### config.mk
export PLATFORM = sky130hd
export DESIGN_NAME = alu_cmd_issue
export DESIGN_NICKNAME = d
export VERILOG_FILES = /design/src/rtl/alu_cmd_issue.sv
export SDC_FILE = /design/constraint.sdc
export NUM_CORES = 1
export LEC_CHECK = 0
export CORE_MARGIN = 1.5
export CORE_UTILIZATION = 58
export CTS_CLUSTER_DIAMETER = 120
export CTS_CLUSTER_SIZE = 30
export DETAILED_ROUTE_END_ITERATION = 8
export PLACE_DENSITY = 0.95
export SYNTH_ARGS = -nofsm -noshare
export SYNTH_HDL_FRONTEND = slang
export SYNTH_SLANG_ARGS = --single-unit
### constraint.sdc
create_clock -name clk -period 5.95 [get_ports clk]
set_input_delay 0.8925 -clock clk [delete_from_list [all_inputs] [get_ports clk]]
set_output_delay 0.8925 -clock clk [all_outputs]
set_load 0.05 [all_outputs]
### src/rtl/alu_cmd_issue.sv
// Command FIFO feeding a combinational 4-bit ALU, one command in flight, registered response.
// Optional zero flag on the response is built when ALU_ZERO_FLAG_EN is defined.
module alu_cmd_issue #(
    parameter int DEPTH = 4
) (
    input  logic                     clk,
    input  logic                     rst,
    input  logic                     cmd_valid,
    output logic                     cmd_ready,
    input  logic [2:0]               cmd_op,
    input  logic [3:0]               cmd_a,
    input  logic [3:0]               cmd_b,
    output logic [2:0]               alu_op,
    output logic [3:0]               alu_a,
    output logic [3:0]               alu_b,
    input  logic [3:0]               alu_result,
    input  logic                     alu_carry,
    output logic                     rsp_valid,
    input  logic                     rsp_ready,
    output logic [3:0]               rsp_result,
    output logic                     rsp_carry,
`ifdef ALU_ZERO_FLAG_EN
    output logic                     rsp_zero,
`endif
    output logic [$clog2(DEPTH):0]   fifo_count
);

    localparam int PW = $clog2(DEPTH);
    localparam logic [PW:0]   FULL    = (PW+1)'(DEPTH);
    localparam logic [PW:0]   CNT_ONE = (PW+1)'(1);
    localparam logic [PW-1:0] PTR_ONE = PW'(1);

    typedef struct packed {
        logic [2:0] op;
        logic [3:0] a;
        logic [3:0] b;
    } cmd_t;

    typedef enum logic [1:0] {IDLE, DRIVE, HOLD} state_t;

    state_t         state;
    cmd_t           mem [DEPTH];
    logic [PW-1:0]  wptr;
    logic [PW-1:0]  rptr;
    cmd_t           head;
    logic           nempty;
    logic           push;
    logic           pop;

    assign head      = mem[rptr];
    assign nempty    = (fifo_count != '0);
    assign cmd_ready = !rst && (fifo_count < FULL);
    assign push      = cmd_valid && cmd_ready;
    // The FSM pops from IDLE, or from HOLD on the response handshake edge.
    assign pop       = nempty && ((state == IDLE) || ((state == HOLD) && rsp_ready));

    always_ff @(posedge clk or posedge rst) begin
        if (rst) begin
            wptr       <= '0;
            rptr       <= '0;
            fifo_count <= '0;
            for (int i = 0; i < DEPTH; i++) mem[i] <= '0;
        end else begin
            if (push) begin
                mem[wptr] <= '{op: cmd_op, a: cmd_a, b: cmd_b};
                wptr      <= wptr + PTR_ONE;
            end
            if (pop) rptr <= rptr + PTR_ONE;
            case ({push, pop})
                2'b10:   fifo_count <= fifo_count + CNT_ONE;
                2'b01:   fifo_count <= fifo_count - CNT_ONE;
                default: fifo_count <= fifo_count;
            endcase
        end
    end

    always_ff @(posedge clk or posedge rst) begin
        if (rst) begin
            state      <= IDLE;
            alu_op     <= '0;
            alu_a      <= '0;
            alu_b      <= '0;
            rsp_valid  <= 1'b0;
            rsp_result <= '0;
            rsp_carry  <= 1'b0;
`ifdef ALU_ZERO_FLAG_EN
            rsp_zero   <= 1'b0;
`endif
        end else begin
            case (state)
                IDLE: begin
                    if (pop) begin
                        alu_op <= head.op;
                        alu_a  <= head.a;
                        alu_b  <= head.b;
                        state  <= DRIVE;
                    end
                end
                DRIVE: begin
                    // ALU operands have been stable for a full cycle; sample its result.
                    rsp_result <= alu_result;
                    rsp_carry  <= alu_carry;
`ifdef ALU_ZERO_FLAG_EN
                    rsp_zero   <= (alu_result == 4'd0);
`endif
                    rsp_valid  <= 1'b1;
                    state      <= HOLD;
                end
                HOLD: begin
                    if (rsp_ready) begin
                        rsp_valid <= 1'b0;
                        if (pop) begin
                            alu_op <= head.op;
                            alu_a  <= head.a;
                            alu_b  <= head.b;
                            state  <= DRIVE;
                        end else begin
                            state  <= IDLE;
                        end
                    end
                end
                default: state <= IDLE;
            endcase
        end
    end

endmodule

-- Word-level counts from Yosys, hierarchy flattened
Cells that the tools add are included.
- bits in registers: 70
- input bits: 20
- output and inout port bits: 21
- logic and storage cells: 75
- add/sub/neg operators: 4
- order comparisons: 4
- equal/unequal tests: 6
- mux-type cells: 22
- bitwise logic cells: 2
- reduce and logical (&&, ||, !) cells: 15
- operators with widths (kind ; count):
    44-bit bitwise mux ; 1
    11-bit two-way mux ; 3
    11-bit binary-select mux with 2-bit select ; 1
    11-bit demux with 2-bit select ; 1
    4-bit two-way mux ; 4
    4-bit one-hot mux with 2 select lines ; 2
    3-bit one-hot mux with 2 select lines ; 2
    3-bit >= comparator, second input constant ; 2
    3-bit two-way mux ; 2
    2-bit inverter with 3-bit output ; 2
    2-bit one-hot mux with 3 select lines ; 1
    2-bit AND reduction ; 3
    2-bit nonzero test ; 3
    1-bit logical AND ; 5
    2-bit by 1-bit adder with 2-bit output, second input constant ; 2
    2-bit by 1-bit == test with 1-bit output, second input constant ; 2
    2-bit == test, second input constant ; 2
    2-bit two-way mux ; 2
    2-bit inequality test, second input constant ; 2
    3-bit by 1-bit adder with 3-bit output, second input constant ; 1
    3-bit by 1-bit less-than comparator with 1-bit output, second input constant ; 1
    3-bit less-than comparator, second input constant ; 1
    3-bit nonzero test ; 1
    3-bit by 1-bit subtractor with 3-bit output, second input constant ; 1
    other kinds (5) ; 6

-- Longest topological paths before layout
Gate-level depths: netlist of the first run.
- depth after elaboration: 7
- depth in mapped cells: 9

-- Worst setup path before layout of the first run
Ideal clock, no wire load.
- path type: input-to-reg
- start point: in rst
- end point: reg fifo_count[2]
- setup time: 0.147 ns
- arrival time: 2.392 ns
- slack: 3.411 ns
- stages: 8
- path buffers: 0
- path through: nor2_2 nand2_1 ha_1 inv_1 fa_1 xor2_1 nor2_1 xor2_1
- cells in the longest elaborated chain, start to end: 5
- RTL lines (item ; RTL line ; RTL):
    start: declaration ; 7 ; input logic rst,
    1-bit logical NOT (no line) (*) ; - ;
    1-bit logical AND (*) ; 52 ; assign cmd_ready = !rst && (fifo_count < FULL);
    1-bit logical AND (*) ; 53 ; assign push = cmd_valid && cmd_ready;
    2-bit by 1-bit == test with 1-bit output / 2-bit == test (equally long branches) ; 69 ; case ({push, pop})
    3-bit one-hot mux with 2 select lines / 2-bit nonzero test (equally long branches) ; - ;
    end signal: assignment ; 70 ; 2'b10: fifo_count <= fifo_count + CNT_ONE;
    end signal: assignment ; 71 ; 2'b01: fifo_count <= fifo_count - CNT_ONE;
    end signal: assignment ; 72 ; default: fifo_count <= fifo_count;
    end: declaration ; 25 ; output logic [$clog2(DEPTH):0] fifo_count
Mark *: on every way between the ends. The rest lies on a longest branch, timed or not.
A chain may end at the register's enable or synchronous reset.

-- Final worst setup path of the first run
- start point: in rst
- end point: out cmd_ready
- cells in the longest elaborated chain, start to end: 2
- RTL lines (item ; RTL line ; RTL):
    1-bit logical NOT (no line) ; - ;
    1-bit logical AND ; 52 ;
    end: declaration ; 9 ; output logic cmd_ready,
No other way between the ends.

==> impl_metrics.ini, run 1 <==
[logic_synthesis]
avgSynthCellArea_sq_um = 16.40
synth-edff-count = 0
synth_area_leaders = dfrtp_1, mux2_2, mux4_2
synth_seq_cells = 70
synth_area_sq_um = 3067
synthArstFlopShare = 1.000
ys_types = 26
yosysTopAreaCell = dfrtp_1
ys_warn_count = 0
yosysSeqAreaShare = 0.5712
syn_inst = 187
syn_nets = 213
synth_flop_cell = dfrtp_1
yosysTopAreaCellShare = 0.5712

[placed_design]
port-buffer-count = 40
pre_cts_ws_ns = 2.529
post-dp-hpwl_mm = 3.449
gp_congestion = 0.7038

[sta]
maxSlewViolCount = 0
finalSetupTns_ns = 0
fin_crit_sh = 0.5466
worst-slew-pin-transition_ns = 0.8503
timing.fmax_ghz = 0.3075
maxSlewHeadroom = 0.4331
setup_slack_ns = 2.698
skew_ns = 0.01141
fin_crit_ns = 3.252
setup_violations = 0
rsz0062_at_grt = false
hold_viol = 0

[routing]
drc = 0
drt-total-wl_mm = 5.524
dr.pass1.iters = 4
wl_per_cell_um = 17.99
ant_nets = 0
vias = 1697
viasPerCell = 5.528
drtIter0Drc = 92

[setup_path]
cp_max_fo = 6
start_kind = input pin
cp-end-kind = output pin
r2r_cells = 8
cp.required_ns = 5.06
worst-setup-path-type = input pin to output pin
cp.arrival_ns = 2.36

[finish]
layout_common_cells = dfrtp_1, mux2_2, clkdlybuf4s50_1
fill_cells = 345
ff_latch_area_sq_um = 1752
drive_gt1_frac = 0.3797
antennaDiodeCount = 0
final_nets = 258
multi_input_area_sq_um = 1231
area.growth.synth_to_final_pct = 21.99
mostFrequentLayoutCell = dfrtp_1

[power_and_ir_drop]
p_int_mw = 1.515
switching_share = 0.3589
static-leakage-power_nw = 1.660
power_density_nw_per_um2 = 631.7
seq_power_share = 0.380
p_sw_mw = 0.8482
combinationalPowerShare = 0.438
clockPowerShare = 0.182
ir_worst_vdd_mv = 0.2843

[cts]
cts_setup_buffers = 0
cts_buffers = 9
htreeDepth = 3
cts_tree = yes
clockBufferDepth = 2
clk_root_buffer_cell = clkbuf_8
clk_pin_slew_worst_paths_ns = 0.08
cts_resized = 0
holdBufCountCts = 0
insertion_delay_ns = 0.33
cts_sinks = 70

[global_routing]
grt_max_degree = 71
antenna_found_initial = 0
track_usage = 0.2250
grt_pass1_wl_mm = 9.025
overflow = 0
grt_pass1_vias = 1849

[floorplanning]
io_pins = 41
initial_core_util = 0.6004
die_w_um = 75.72
die-area_sq_um = 5733
rows = 26
core_sq_um = 5107
die_h_um = 75.72

[status]
status = finished, final reports clean

[min_path]
hold_path_class = flop to flop
holdPathStages = 1

[run]
cap_viol_max_count = 0
metrics by stage:
step	hold WS [ns]	instances	util	cell area [sq um]	power (mW)
after global routing	0.4945	307	0.7325	3741	2.499
final	0.4764	307	0.7325	3741	2.363
after global placement	0.4509	291	0.6869	3508	1.882
after CTS	0.4767	307	0.7325	3741	2.386
after floorplan	0.4321	187	-	3067	1.666
after detailed placement	0.4761	291	0.6869	3508	1.934
Yosys cell counts, types with 2 or more instances:
cell and instances:
mux2_2 53, xor2_1 4, inv_1 8, and3_1 4
mux4_1 3, dfrtp_1 70, ha_1 5, buf_4 5
mux2_4 8, mux4_2 8, xnor2_1 2, nor2_1 3
power by group through the flow:
stage	clock (mW)	sequential [mW]	combinational [mW]
after CTS	0.438	0.900	1.05
after global routing	0.458	0.929	1.11
after detailed placement	0	0.897	1.04
after floorplan	0	1.06	0.606
after global placement	0	0.884	0.998
final	0.431	0.897	1.03
flip-flops by register name, summed over array words and instances (netlist names):
signal,count
alu_a,4
alu_b,4
alu_op,3
fifo_count,3
mem,44
rptr,2
rsp_carry,1
rsp_result,4
rsp_valid,1
state,2
wptr,2
cells by family after synthesis:
kind of cell | after synthesis | share of synthesized area
flip-flops | 70 | 0.5712
AND/OR/NAND/NOR | 14 | 0.03019
adder cells (fa/ha/maj) | 6 | 0.02693
AO/OA/AOI/OAI | 3 | 0.005710
buffers and inverters | 15 | 0.02734
multiplexers | 73 | 0.3215
XOR/XNOR | 6 | 0.01714
critical path, cell delays in order:
cell and delay, ns:
clkdlybuf4s50_1 0.44, nor2_2 0.18, clkdlybuf4s50_1 0.84
final cells by class:
type	instances	area share
tap	70	0.02341
multi-input combinational	102	0.3291
clock inverter	5	0.02174
clock buffer	11	0.04047
timing repair buffer	41	0.1090
sequential	70	0.4682
inverter	8	0.008027
per-layer routing:
metal,track usage,share of wire,vias up
li1,-,-,759
met3,0.04762,0.032,11
met1,0.2813,0.42,889
met5,0,0,-
met2,0.3723,0.53,38
met4,0.1171,0.018,0
path summary, 6_finish.rpt:
path                               startpoint       endpoint  slack [ns]
worst min-delay path                 state[1]      rsp_valid        0.48
max in group asynchronous                 rst        mem[30]        4.22
worst max-delay path                      rst      cmd_ready        2.70
worst min register to register       state[1]      rsp_valid        0.48
min in group asynchronous                 rst  fifo_count[2]        1.17
worst max register to register  fifo_count[2]  fifo_count[2]        3.44
Note: power is estimated with default switching activity, not from simulation.
==> run 2: changes to the inputs <==
CORE_UTILIZATION = 54   (was 58)
PLACE_DENSITY = 0.9   (was 0.95)
clock period = 3.4 ns   (was 5.95 ns; I/O delays follow)
==> run 2 against run 1 <==
Effect of this change: worst hold slack better by 0.013 ns; clock power rose by 59%; first-iteration DRC count is 7.6% higher; register-to-register slack got worse by 1.9 ns; core utilization decreased by 5.5 points; non-clock buffer count rose by 1; die area rose by 7.1%; sequential power is 75% higher; cell count is 0.98% higher; largest cell class unchanged.
==> impl_metrics.ini, run 2 (synthesis results as in run 1) <==
[status]
status = finished, final reports clean

[setup_path]
cp_max_fo = 6
cp.arrival_ns = 1.97
worst-setup-path-type = input pin to output pin
cp.required_ns = 2.89
start_kind = input pin
cp-end-kind = output pin

[sta]
setup_violations = 0
hold_viol = 0
worst-slew-pin-transition_ns = 0.7985
timing.fmax_ghz = 0.4030
maxSlewViolCount = 0
fin_hold_ws_ns = 0.4898
maxSlewHeadroom = 0.4676
finalSetupTns_ns = 0
fin_crit_sh = 0.7297
rsz0062_at_grt = false
skew_ns = 0.007550
fin_crit_ns = 2.481

[power_and_ir_drop]
fin_total_pwr_mw = 4.095
ir_worst_vdd_mv = 0.5777
clockPowerShare = 0.168
p_sw_mw = 1.507
combinationalPowerShare = 0.449
seq_power_share = 0.383
power_density_nw_per_um2 = 1097
switching_share = 0.3679
static-leakage-power_nw = 1.653
p_int_mw = 2.588

[cts]
holdBufCountCts = 0
cts_tree = yes
clk_root_buffer_cell = clkbuf_8
cts_sinks = 70
cts_resized = 0
clk_pin_slew_worst_paths_ns = 0.07
cts_buffers = 9
cts_setup_buffers = 0
htreeDepth = 3
clockBufferDepth = 2
insertion_delay_ns = 0.35

[routing]
wl_per_cell_um = 18.75
drc = 0
dr.pass1.iters = 4
route.met3.wl_um = 218
vias = 1718
drtIter0Drc = 99
ant_nets = 0
dr.max_layer_used = met4
met1_length_mm = 2.381
viasPerCell = 5.542
drt-total-wl_mm = 5.813
wl_met2_mm = 3.061

[placed_design]
dp.cells = 294
post-dp-hpwl_mm = 3.570
port-buffer-count = 40
gp_congestion = 0.7129

[floorplanning]
die_h_um = 78.36
core_sq_um = 5507
initial_core_util = 0.5569
rows = 27
die-area_sq_um = 6140
io_pins = 41
die_w_um = 78.36

[run]
cap_viol_max_count = 0

[global_routing]
track_usage = 0.2157
grt_pass1_vias = 1889
grt_pass1_wl_mm = 9.542
overflow = 0
grt_max_degree = 37
antenna_found_initial = 0

[finish]
largest_register = mem
drive_gt1_frac = 0.3739
mostFrequentLayoutCell = dfrtp_1
utilization = 0.6778
largest_register_ffs = 44
layout.cells.non_filler = 310
area.growth.synth_to_final_pct = 21.71
layout_common_cells = dfrtp_1, mux2_2, clkdlybuf4s50_1
final_nets = 259
antennaDiodeCount = 0

[min_path]
hold_path_class = flop to flop
[run 2: changes by cell type in the layout (fill, tap and decap cells not counted), sizes merged]
| cell | change |
|---|---|
| bufinv | -1 |
| clkbuf | +2 |
| clkinv | -1 |
| buf | +1 |
[run 2: worst paths after layout]
| path | cells past startpoint | startpoint | slack, ns | end |
|---|---|---|---|---|
| min in group asynchronous | 2 | rst | 0.65 | fifo_count[0] |
| setup reg to reg | 2 | rptr[0] | 1.51 | alu_b[3] |
| hold / removal | 1 | state[1] | 0.49 | rsp_valid |
| max in group asynchronous | 3 | rst | 2.10 | mem[43] |
| hold reg to reg | 1 | state[1] | 0.49 | rsp_valid |
| setup / recovery | 3 | rst | 0.92 | cmd_ready |
[run 2: per-layer routing]
layer	global-route usage	vias to the layer above
met1	0.2550	894
met4	0.1250	0
met5	0	-
met2	0.3643	47
li1	-	765
met3	0.04651	12
[run 2: final cells by class]
cell class | instances | area (sq um)
sequential | 70 | 1752
multi-input combinational | 102 | 1231
inverter | 8 | 30.03
clock inverter | 3 | 42.54
clock buffer | 13 | 158.9
timing repair buffer | 42 | 427.9
tap | 72 | 90.09
fill | 380 | 1774
[run 2: critical path: stages]
cell and delay [ns]:
clkdlybuf4s50_1 0.45, nor2_2 0.18, clkdlybuf4s50_1 0.83
[run 2: power by group through the flow]
| stage | Sequential, mW | Clock (mW) | Combinational (mW) |
|---|---|---|---|
| final | 1.57 | 0.687 | 1.84 |
| after global routing | 1.63 | 0.728 | 1.94 |
| after CTS | 1.58 | 0.693 | 1.86 |
| after detailed placement | 1.57 | 0 | 1.84 |
| after global placement | 1.54 | 0 | 1.77 |
| after floorplan | 1.85 | 0 | 1.06 |
[run 2: through the flow]
step | cell area, sq um | setup WS, ns
floorplan | 3067 | 1.032
global placement | 3531 | 0.9372
detailed placement | 3531 | 0.9152
CTS | 3732 | 0.9166
global route | 3732 | 0.8344
finish | 3732 | 0.9189
==> run 3: changes to the inputs <==
CORE_UTILIZATION = 49   (was 54)
PLACE_DENSITY = 0.86   (was 0.9)
clock period = 2 ns   (was 3.4 ns; I/O delays follow)
==> run 3 against run 2 <==
Effect of this change: combinational power grew 88%; via count grew 1.0%; non-clock buffer count grew 19; total power grew 74%; core utilization shrank 1.3 points; worst setup slack lost 0.85 ns; critical path type is now input pin to flop.
==> impl_metrics.ini, run 3 (synthesis results as in run 1) <==
[status]
status = finished, final reports clean

[power_and_ir_drop]
clockPowerShare = 0.161
seq_power_share = 0.354
switching_share = 0.3571
static-leakage-power_nw = 1.767
p_int_mw = 4.591
combinationalPowerShare = 0.485
fin_total_pwr_mw = 7.141
ir_worst_vdd_mv = 1.116
p_sw_mw = 2.550
power_density_nw_per_um2 = 1793

[sta]
fin_crit_sh = 0.9648
maxSlewViolCount = 0
timing.fmax_ghz = 0.5182
maxSlewHeadroom = 0.6420
hold_viol = 0
skew_ns = 0.007200
worst-slew-pin-transition_ns = 0.5353
finalSetupTns_ns = 0
fin_crit_ns = 1.930
setup_violations = 0
setup_slack_ns = 0.07033

[setup_path]
critical-path-slowest-cell = clkdlybuf4s50_1
cp.depth = 9
worst-setup-path-type = input pin to flop
cp.required_ns = 2.25
path_cells = clkdlybuf4s50_1 -> nor2b_4 -> nor3_4 -> ha_2 -> inv_2 -> fa_2 -> xor2_1 -> nor2_1 -> xor2_1
critPathTopFamily = buffers and inverters
r2r_cells = 8
max_stage_delay_ns = 0.54
path_buf_inv = 2
start_kind = input pin
cp-end-kind = flop
cp.arrival_ns = 2.18
path_common_cell = xor2_1
cp_max_fo = 2

[cts]
clk_root_buffer_cell = clkbuf_8
insertion_delay_ns = 0.34
htreeDepth = 3
clockBufferDepth = 2
cts_tree = yes
cts_sinks = 70
cts_buffers = 9
holdBufCountCts = 0
clk_pin_slew_worst_paths_ns = 0.07

[routing]
dr.pass1.iters = 4
drtIter0Drc = 46
viasPerCell = 5.229
wl_per_cell_um = 16.73
drc = 0
drt-total-wl_mm = 5.553
vias = 1736
ant_nets = 0

[global_routing]
overflow = 0
track_usage = 0.1922
grt_pass1_wl_mm = 9.114
antenna_found_initial = 0
grt_pass1_vias = 1855
grt_max_degree = 26

[placed_design]
post-dp-hpwl_mm = 3.733
port-buffer-count = 40
dp.cells = 313
gp_congestion = 0.7218
placed_area_sq_um = 3740
pre_cts_ws_ns = -0.1617

[floorplanning]
io_pins = 41
die-area_sq_um = 6742
die_h_um = 82.11
initial_core_util = 0.5119
core_sq_um = 5991
die_w_um = 82.11
rows = 28

[finish]
largest_register = mem
antennaDiodeCount = 0
mostFrequentLayoutCell = dfrtp_1
layout_common_cells = dfrtp_1, mux2_2, clkdlybuf4s50_1
finalInstanceArea_sq_um = 3983
layout.cells.non_filler = 332
largest_register_ffs = 44
drive_gt1_frac = 0.4514
final_nets = 278
area.growth.synth_to_final_pct = 29.87

[min_path]
hold_path_class = input pin to asynchronous set/reset pin

[run]
cap_viol_max_count = 0
run 3: changes by cell type in the layout (fill, tap and decap cells not counted), sizes merged:
cell / before / now
buf: 2 / 22
clkdlybuf4s50: 40 / 39
clkinvlp: 1 / 2
inv: 8 / 7
run 3: power groups by stage:
stage          Sequential (mW)  Combinational [mW]  Clock, mW
2_1_floorplan             3.16                1.82          0
3_3_place_gp              2.51                3.31          0
3_5_place_dp              2.54                3.41          0
4_1_cts                   2.52                3.44       1.17
5_1_grt                   2.61                3.71       1.24
6_report                  2.53                3.46       1.15
run 3: worst paths after layout:
check / startpoint / to / slack (ns)
max in group asynchronous: rst / mem[14] / 1.06
setup reg to reg: state[1] / fifo_count[2] / 0.12
hold / removal: rst / rsp_carry / 0.48
setup / recovery: rsp_ready / fifo_count[2] / 0.07
hold reg to reg: mem[36] / mem[36] / 0.50
min in group clk: mem[36] / mem[36] / 0.50
run 3: layout make-up:
cell class                 count  area (sq um)
timing repair buffer          61         643.1
clock buffer                  13         158.9
sequential                    70          1755
inverter                       8         33.78
fill                         426          2008
clock inverter                 3         42.54
multi-input combinational    102          1255
tap                           75         93.84
run 3: worst reg2reg max path: cells and delay by family, from the launching register on:
family | cells | cell delay [ns]
adders and majority gates | 2 | 0.55
DFF | 1 | 0.39
and+or+nand+nor | 3 | 0.49
xor gates and xnor gates | 2 | 0.33
buffers and inverters | 1 | 0.04
run 3: metrics by stage:
| step | hold WS [ns] | utilization |
|---|---|---|
| final | 0.4774 | 0.6648 |
| after global routing | 0.4990 | 0.6648 |
| after CTS | 0.4741 | 0.6579 |
| after detailed placement | 0.4642 | 0.6243 |
| after global placement | 0.4504 | 0.6243 |
| after floorplan | 0.4321 | - |
run 3: what timing repair did:
| item | 4_1_cts | 5_1_grt |
|---|---|---|
| endpoints found under the setup margin | 0 | 1 |
| hold endpoints to repair | 0 | 0 |
| buffers inserted | 0 | 3 |
| resized for setup | 0 | 6 |
run 3: layer usage:
metal	wire length, um	vias to the layer above	global-route usage
met1	2464	884	0.2402
met2	2757	37	0.3123
li1	-	805	-
met3	217	10	0.04066
met5	0	-	0
met4	114	0	0.1068
